<file path="src/rtl/uart_tx_fifo.sv">
`default_nettype none
// ============================================================================
//  Module   : uart_tx_fifo
//  Purpose  : 8N1 UART transmitter fed by a small byte FIFO (valid/ready in).
//             Define UART_TX_PARITY_EN to add an even-parity bit per frame.
//  Revision : 1.0
// ============================================================================
module uart_tx_fifo #(
    parameter int CLKS_PER_BIT = 100,
    parameter int FIFO_DEPTH   = 4
) (
    input  logic                          CLK,
    input  logic                          RST,
    input  logic [7:0]                    data,
    input  logic                          valid,
    output logic                          ready,
    output logic                          TX,
    output logic                          busy,
    output logic [$clog2(FIFO_DEPTH):0]   level
);
    localparam int              c_AW        = $clog2(FIFO_DEPTH);
    localparam int              c_BW        = $clog2(CLKS_PER_BIT);
    localparam logic [c_BW-1:0] c_BAUD_LAST = c_BW'(CLKS_PER_BIT - 1);
    localparam logic [c_AW:0]   c_FULL      = (c_AW + 1)'(FIFO_DEPTH);

`ifdef UART_TX_PARITY_EN
    typedef enum logic [2:0] {
        c_IDLE = 3'd0, c_START = 3'd1, c_DATA = 3'd2, c_PARITY = 3'd3, c_STOP = 3'd4
    } state_t;
`else
    typedef enum logic [2:0] {
        c_IDLE = 3'd0, c_START = 3'd1, c_DATA = 3'd2, c_STOP = 3'd4
    } state_t;
`endif

    state_t            r_state_q, w_state_d;
    logic [c_BW-1:0]   r_baud_q,  w_baud_d;
    logic [2:0]        r_bit_q,   w_bit_d;
    logic [7:0]        r_shift_q, w_shift_d;
    logic              r_tx_q,    w_tx_d;
    logic              r_busy_q,  w_busy_d;
    logic [c_AW-1:0]   r_wr_q,    w_wr_d;
    logic [c_AW-1:0]   r_rd_q,    w_rd_d;
    logic [c_AW:0]     r_level_q, w_level_d;
`ifdef UART_TX_PARITY_EN
    logic              r_par_q,   w_par_d;
`endif
    logic [7:0]        r_mem [FIFO_DEPTH];

    logic w_baud_end;
    logic w_pop;
    logic w_push;

    assign w_baud_end = (r_baud_q == c_BAUD_LAST);
    assign w_pop      = (r_level_q != '0) &&
                        ((r_state_q == c_IDLE) || ((r_state_q == c_STOP) && w_baud_end));
    // A pop on this edge frees a slot, so a full FIFO may still take a byte.
    assign ready      = !RST && ((r_level_q != c_FULL) || w_pop);
    assign w_push     = valid && ready;

    always_comb begin
        w_state_d = r_state_q;
        w_baud_d  = w_baud_end ? '0 : r_baud_q + c_BW'(1);
        w_bit_d   = r_bit_q;
        w_shift_d = r_shift_q;
        w_tx_d    = r_tx_q;
        w_busy_d  = r_busy_q;
        w_wr_d    = r_wr_q;
        w_rd_d    = r_rd_q;
        w_level_d = r_level_q;
`ifdef UART_TX_PARITY_EN
        w_par_d   = r_par_q;
`endif
        case (r_state_q)
            c_IDLE: begin
                w_baud_d = '0;
                if (w_pop) begin
                    w_tx_d    = 1'b0;
                    w_busy_d  = 1'b1;
                    w_state_d = c_START;
                end
            end
            c_START: begin
                if (w_baud_end) begin
                    w_tx_d    = r_shift_q[0];
                    w_shift_d = {1'b0, r_shift_q[7:1]};
                    w_bit_d   = '0;
                    w_state_d = c_DATA;
                end
            end
            c_DATA: begin
                if (w_baud_end) begin
                    if (r_bit_q == 3'd7) begin
`ifdef UART_TX_PARITY_EN
                        w_tx_d    = r_par_q;
                        w_state_d = c_PARITY;
`else
                        w_tx_d    = 1'b1;
                        w_state_d = c_STOP;
`endif
                    end else begin
                        w_tx_d    = r_shift_q[0];
                        w_shift_d = {1'b0, r_shift_q[7:1]};
                        w_bit_d   = r_bit_q + 3'd1;
                    end
                end
            end
`ifdef UART_TX_PARITY_EN
            c_PARITY: begin
                if (w_baud_end) begin
                    w_tx_d    = 1'b1;
                    w_state_d = c_STOP;
                end
            end
`endif
            c_STOP: begin
                if (w_baud_end) begin
                    if (w_pop) begin
                        w_tx_d    = 1'b0;
                        w_state_d = c_START;
                    end else begin
                        w_busy_d  = 1'b0;
                        w_state_d = c_IDLE;
                    end
                end
            end
            default: begin
                w_state_d = c_IDLE;
            end
        endcase

        if (w_pop) begin
            w_shift_d = r_mem[r_rd_q];
            w_rd_d    = r_rd_q + c_AW'(1);
`ifdef UART_TX_PARITY_EN
            w_par_d   = ^r_mem[r_rd_q];
`endif
        end
        if (w_push) begin
            w_wr_d = r_wr_q + c_AW'(1);
        end
        case ({w_push, w_pop})
            2'b10:   w_level_d = r_level_q + (c_AW + 1)'(1);
            2'b01:   w_level_d = r_level_q - (c_AW + 1)'(1);
            default: w_level_d = r_level_q;
        endcase
    end

    always_ff @(posedge CLK) begin
        if (RST) begin
            r_state_q <= c_IDLE;
            r_baud_q  <= '0;
            r_bit_q   <= '0;
            r_shift_q <= '0;
            r_tx_q    <= 1'b1;
            r_busy_q  <= 1'b0;
            r_wr_q    <= '0;
            r_rd_q    <= '0;
            r_level_q <= '0;
`ifdef UART_TX_PARITY_EN
            r_par_q   <= 1'b0;
`endif
        end else begin
            r_state_q <= w_state_d;
            r_baud_q  <= w_baud_d;
            r_bit_q   <= w_bit_d;
            r_shift_q <= w_shift_d;
            r_tx_q    <= w_tx_d;
            r_busy_q  <= w_busy_d;
            r_wr_q    <= w_wr_d;
            r_rd_q    <= w_rd_d;
            r_level_q <= w_level_d;
`ifdef UART_TX_PARITY_EN
            r_par_q   <= w_par_d;
`endif
        end
    end

    // Storage needs no reset: ready is low under RST, so nothing is written.
    always_ff @(posedge CLK) begin
        if (w_push) begin
            r_mem[r_wr_q] <= data;
        end
    end

    assign TX    = r_tx_q;
    assign busy  = r_busy_q;
    assign level = r_level_q;

endmodule
`default_nettype wire

</file>
<file path="config.mk">
export PLATFORM = sky130hd
export DESIGN_NAME = uart_tx_fifo
export DESIGN_NICKNAME = d
export VERILOG_FILES = /design/src/rtl/uart_tx_fifo.sv
export SDC_FILE = /design/constraint.sdc
export NUM_CORES = 1
export LEC_CHECK = 0
export BUFFER_PORTS_ARGS = -buffer_cell sky130_fd_sc_hd__buf_2
export CORE_UTILIZATION = 25
export DETAILED_ROUTE_END_ITERATION = 16
export GPL_TIMING_DRIVEN = 0
export SYNTH_ARGS = -nofsm -noshare
export SYNTH_HDL_FRONTEND = slang
export SYNTH_SLANG_ARGS = --single-unit
</file>
<file path="constraint.sdc">
create_clock -name CLK -period 3.65 [get_ports CLK]
set_input_delay 0.73 -clock CLK [delete_from_list [all_inputs] [get_ports CLK]]
set_output_delay 0.73 -clock CLK [all_outputs]
set_load 0.02 [all_outputs]
</file>
==> metrics.log <==
[metrics] overall die height: 107 µm
[metrics] via-per-instance ratio: 4.63
[metrics] commonest register cell after synthesis: edfxtp_1
[metrics] via count of the first global-routing pass: 1,861
[metrics] Syn Std Cell Area: 2770 µm²
[metrics] endpoint of the worst-slack reg-to-reg timing path: level[2]
[metrics] Max IR drop VDD: 0.242 mV
[metrics] post_cts resized: 0
[metrics] total of warnings raised by yosys: 0
[metrics] part of the Yosys area used for sequential elements: 57.8%
[metrics] Setup Viol. Count Final: 0
[metrics] largest fanout of any net on the critical path: 10
[metrics] source-to-sink clock delay at the later pin of the worst-skew pair: 0.34 ns
[metrics] Bufs on Longest Clock Path: 2
[metrics] effective utilization at floorplan: 25.6%
[metrics] top library cells by usage in the layout, fill and taps aside: dfxtp_1 (32), edfxtp_1 (32), buf_2 (22)
[metrics] worst flop-to-flop path startpoint: r_baud_q[0]
[metrics] WP data arrival: 3.23 ns
[metrics] total routed wirelength: 5300 µm
[metrics] reported max-cap violation count: 0
[metrics] kind of start point of the critical path: register
[metrics] cell with the largest stage delay on the worst path: o21ai_1
[metrics] Post-synth ARST share: 0%
[metrics] Iteration-0 DRC Markers: 57
[metrics] area enclosed by the die boundary: 11,500 µm²
[metrics] Residual DRC: 0
[metrics] class of the most critical setup path: reg2reg
[metrics] Max Slew Vio Count: 0
[metrics] RSZ-0062 raised after global routing: false
[metrics] Top-Level Pins: 17
[metrics] outcome: completed
[metrics] static leakage: 1.09 nW
[metrics] number of nets with antenna violations after detailed routing: 0
[metrics] post-detailed-placement half-perimeter wirelength: 3630 µm
[metrics] area of the multi-input gates: 1080 µm²
[metrics] Fmax achieved: 338 MHz
[metrics] H-tree level count: 3
[metrics] layout-stage area growth over the synthesis result: 15.2%
[metrics] wire length of the first global-routing pass: 8940 µm
[metrics] Cells after DPL: 384
[metrics] post-CTS repair timing setup buffer count: 0
[metrics] Slew headroom: 46.6%
[metrics] ratio of cells with drive above 1 in the final layout: 19.6%
[metrics] min-delay worst type: reg2reg
[metrics] area of the core: 10,800 µm²
[metrics] Storage cell area: 1600 µm²
[metrics] clock transition time at the flip-flop clock pins of the worst setup and hold paths: 0.08 ns
[metrics] hold bufs inserted after CTS: 0
[metrics] share of the cycle needed by the critical path after routing: 81.0%
[metrics] diodes inserted: 0
[metrics] standard-cell row count: 38
[metrics] path depth of the worst reg2reg path: 11
[metrics] die boundary width: 107 µm
[metrics] filler cell count: 1,140
[metrics] Global Route Usage Sum: 10.3%
[metrics] clock root buffer: clkbuf_8
[metrics] Synth Net Count: 249
[metrics] Worst Skew: 0.00953 ns
[metrics] synth unique cells: 47
[metrics] destination of the worst hold path: r_bit_q[1]
[metrics] Register-to-Register Setup Slack: 0.69 ns
[metrics] TritonCTS clock tree: built
[metrics] number of clock sinks: 64
[metrics] setup TNS: 0 ns
[metrics] Worst setup EP type: register
[metrics] fin nets: 275
[metrics] post-synthesis cell count: 229
[metrics] Least-Margin Pin Slew: 0.796 ns
[metrics] 1st-pass router iterations: 4
[metrics] largest net degree at the start of global routing: 13
[metrics] non-filler instance count after layout: 400
[metrics] required time at the endpoint of the critical path: 3.92 ns
[metrics] worst stage delay on the critical path: 0.65 ns
[metrics] Min-Delay Startpoint: r_bit_q[1]
[metrics] EDFF count, synth: 32
[metrics] Period minus WS final: 2.96 ns
[metrics] PD cells: 621 nW/µm²
[metrics] remaining global-route overflow: 0
[metrics] post-synthesis sequential element count: 64
[metrics] CP cell instances: ha_1 -> nand4bb_1 -> o21ai_1 -> nand2_1 -> inv_1 -> ha_1 -> inv_1 -> fa_1 -> xor2_1 -> or3_1 -> a21oi_1
[metrics] number of hold-slack violations in the final timing report: 0
[metrics] instance count along the most critical hold path: 2
[metrics] DR vias: 1,851
[metrics] count of input and output buffers: 15
[metrics] initial antenna violation count: 0
[metrics] mean post-synth cell area: 12.1 µm²
[metrics] routability congestion estimate from global placement: 0.803
[metrics] average wire per standard cell: 13.2 µm
[metrics] number of buffers added by the clock tree synthesis step: 9
logic make-up (layout without fill, tap and decap cells):
group	count (synthesis)	in the layout	synth area share (%)
simple gates	71	71	13.5
fa+ha+maj	9	9	4.34
flops	64	64	57.8
buf+inv	21	52	3.16
mux	9	9	6.91
xor+xnor	7	7	2.21
compound gates	48	48	12.1
cell type report:
| cell class | instances | share of cell area (%) |
|---|---|---|
| repair buffers | 15 | 2.35 |
| flip-flops and latches | 64 | 50.2 |
| inverters | 8 | 0.941 |
| plain buffers | 13 | 1.80 |
| clock buffers | 9 | 3.88 |
| clock inverters | 7 | 1.45 |
| well taps | 140 | 5.49 |
| multi-input cells | 144 | 33.9 |
Yosys cell counts, types with 2 or more instances:
master / number / area, µm²
dfxtp_1: 32 / 641
edfxtp_1: 32 / 961
nor2_1: 21 / 78.8
a21oi_1: 16 / 80.1
nand2_1: 10 / 37.5
ha_1: 8 / 100
inv_1: 8 / 30.0
mux4_2: 8 / 180
a32oi_1: 7 / 61.3
buf_2: 7 / 35.0
o211ai_1: 7 / 52.6
nand3_1: 6 / 30.0
nor3_1: 6 / 30.0
clkbuf_1: 5 / 18.8
o21ai_0: 5 / 25.0
and2_1: 4 / 25.0
nand2b_1: 4 / 25.0
or3_1: 4 / 25.0
xor2_1: 4 / 35.0
and3_1: 3 / 18.8
nor2b_1: 3 / 18.8
xnor2_1: 3 / 26.3
a311oi_1: 2 / 17.5
metrics by stage:
stage	hold WS [ns]	total power [W]	utilization (%)	setup slack, ns	area (µm²)
final	0.460	0.00198	29.4	0.693	3190
after global routing	0.496	0.00210	29.4	0.496	3190
after CTS	0.465	0.00200	29.4	0.702	3190
after detailed placement	0.454	0.00147	27.9	0.736	3020
after global placement	0.432	0.00145	27.9	0.789	3020
after floorplan	0.418	0.00133	-	1.10	2770
layer usage:
layer  GRT usage (%)  wire length (µm)
met5               0                 0
met4            5.58                70
met3            2.54               230
met2            17.2              2630
met1            12.0              2370
flip-flops by register name (all words and copies together) (netlist names), named ones only:
signal / cells
r_rd_q: 2
level: 3
r_baud_q: 7
busy: 1
r_bit_q: 3
r_wr_q: 2
r_shift_q: 8
r_mem: 32
TX: 1
r_state_q: 3
power breakdown:
part / leakage [nW] / internal, W / switching, W
registers: 0.552 / 0.000844 / 0.0000560
logic: 0.452 / 0.000230 / 0.000316
clock network: 0.0851 / 0.000246 / 0.000288
total: 1.09 / 0.00132 / 0.000661
worst max-delay path by stage:
stage                startpoint  slack, ns  endpoint
finish              r_baud_q[0]       0.69  level[2]
global route        r_baud_q[0]       0.50  level[2]
CTS                 r_baud_q[0]       0.70  level[2]
detailed placement  r_baud_q[0]       0.74  level[2]
global placement    r_baud_q[0]       0.79  level[2]
floorplan           r_baud_q[0]       1.10  level[2]
critical path, delay by kind of cell (launching register included):
kind,cells,cell delay (ns)
and+or+nand+nor,3,0.61
AOI/OAI and AO/OA,2,0.78
buffers and inverters,2,0.18
adders and majority gates,3,0.78
DFF,1,0.37
xor gates and xnor gates,1,0.16
Power figures use the tool's default switching activity.
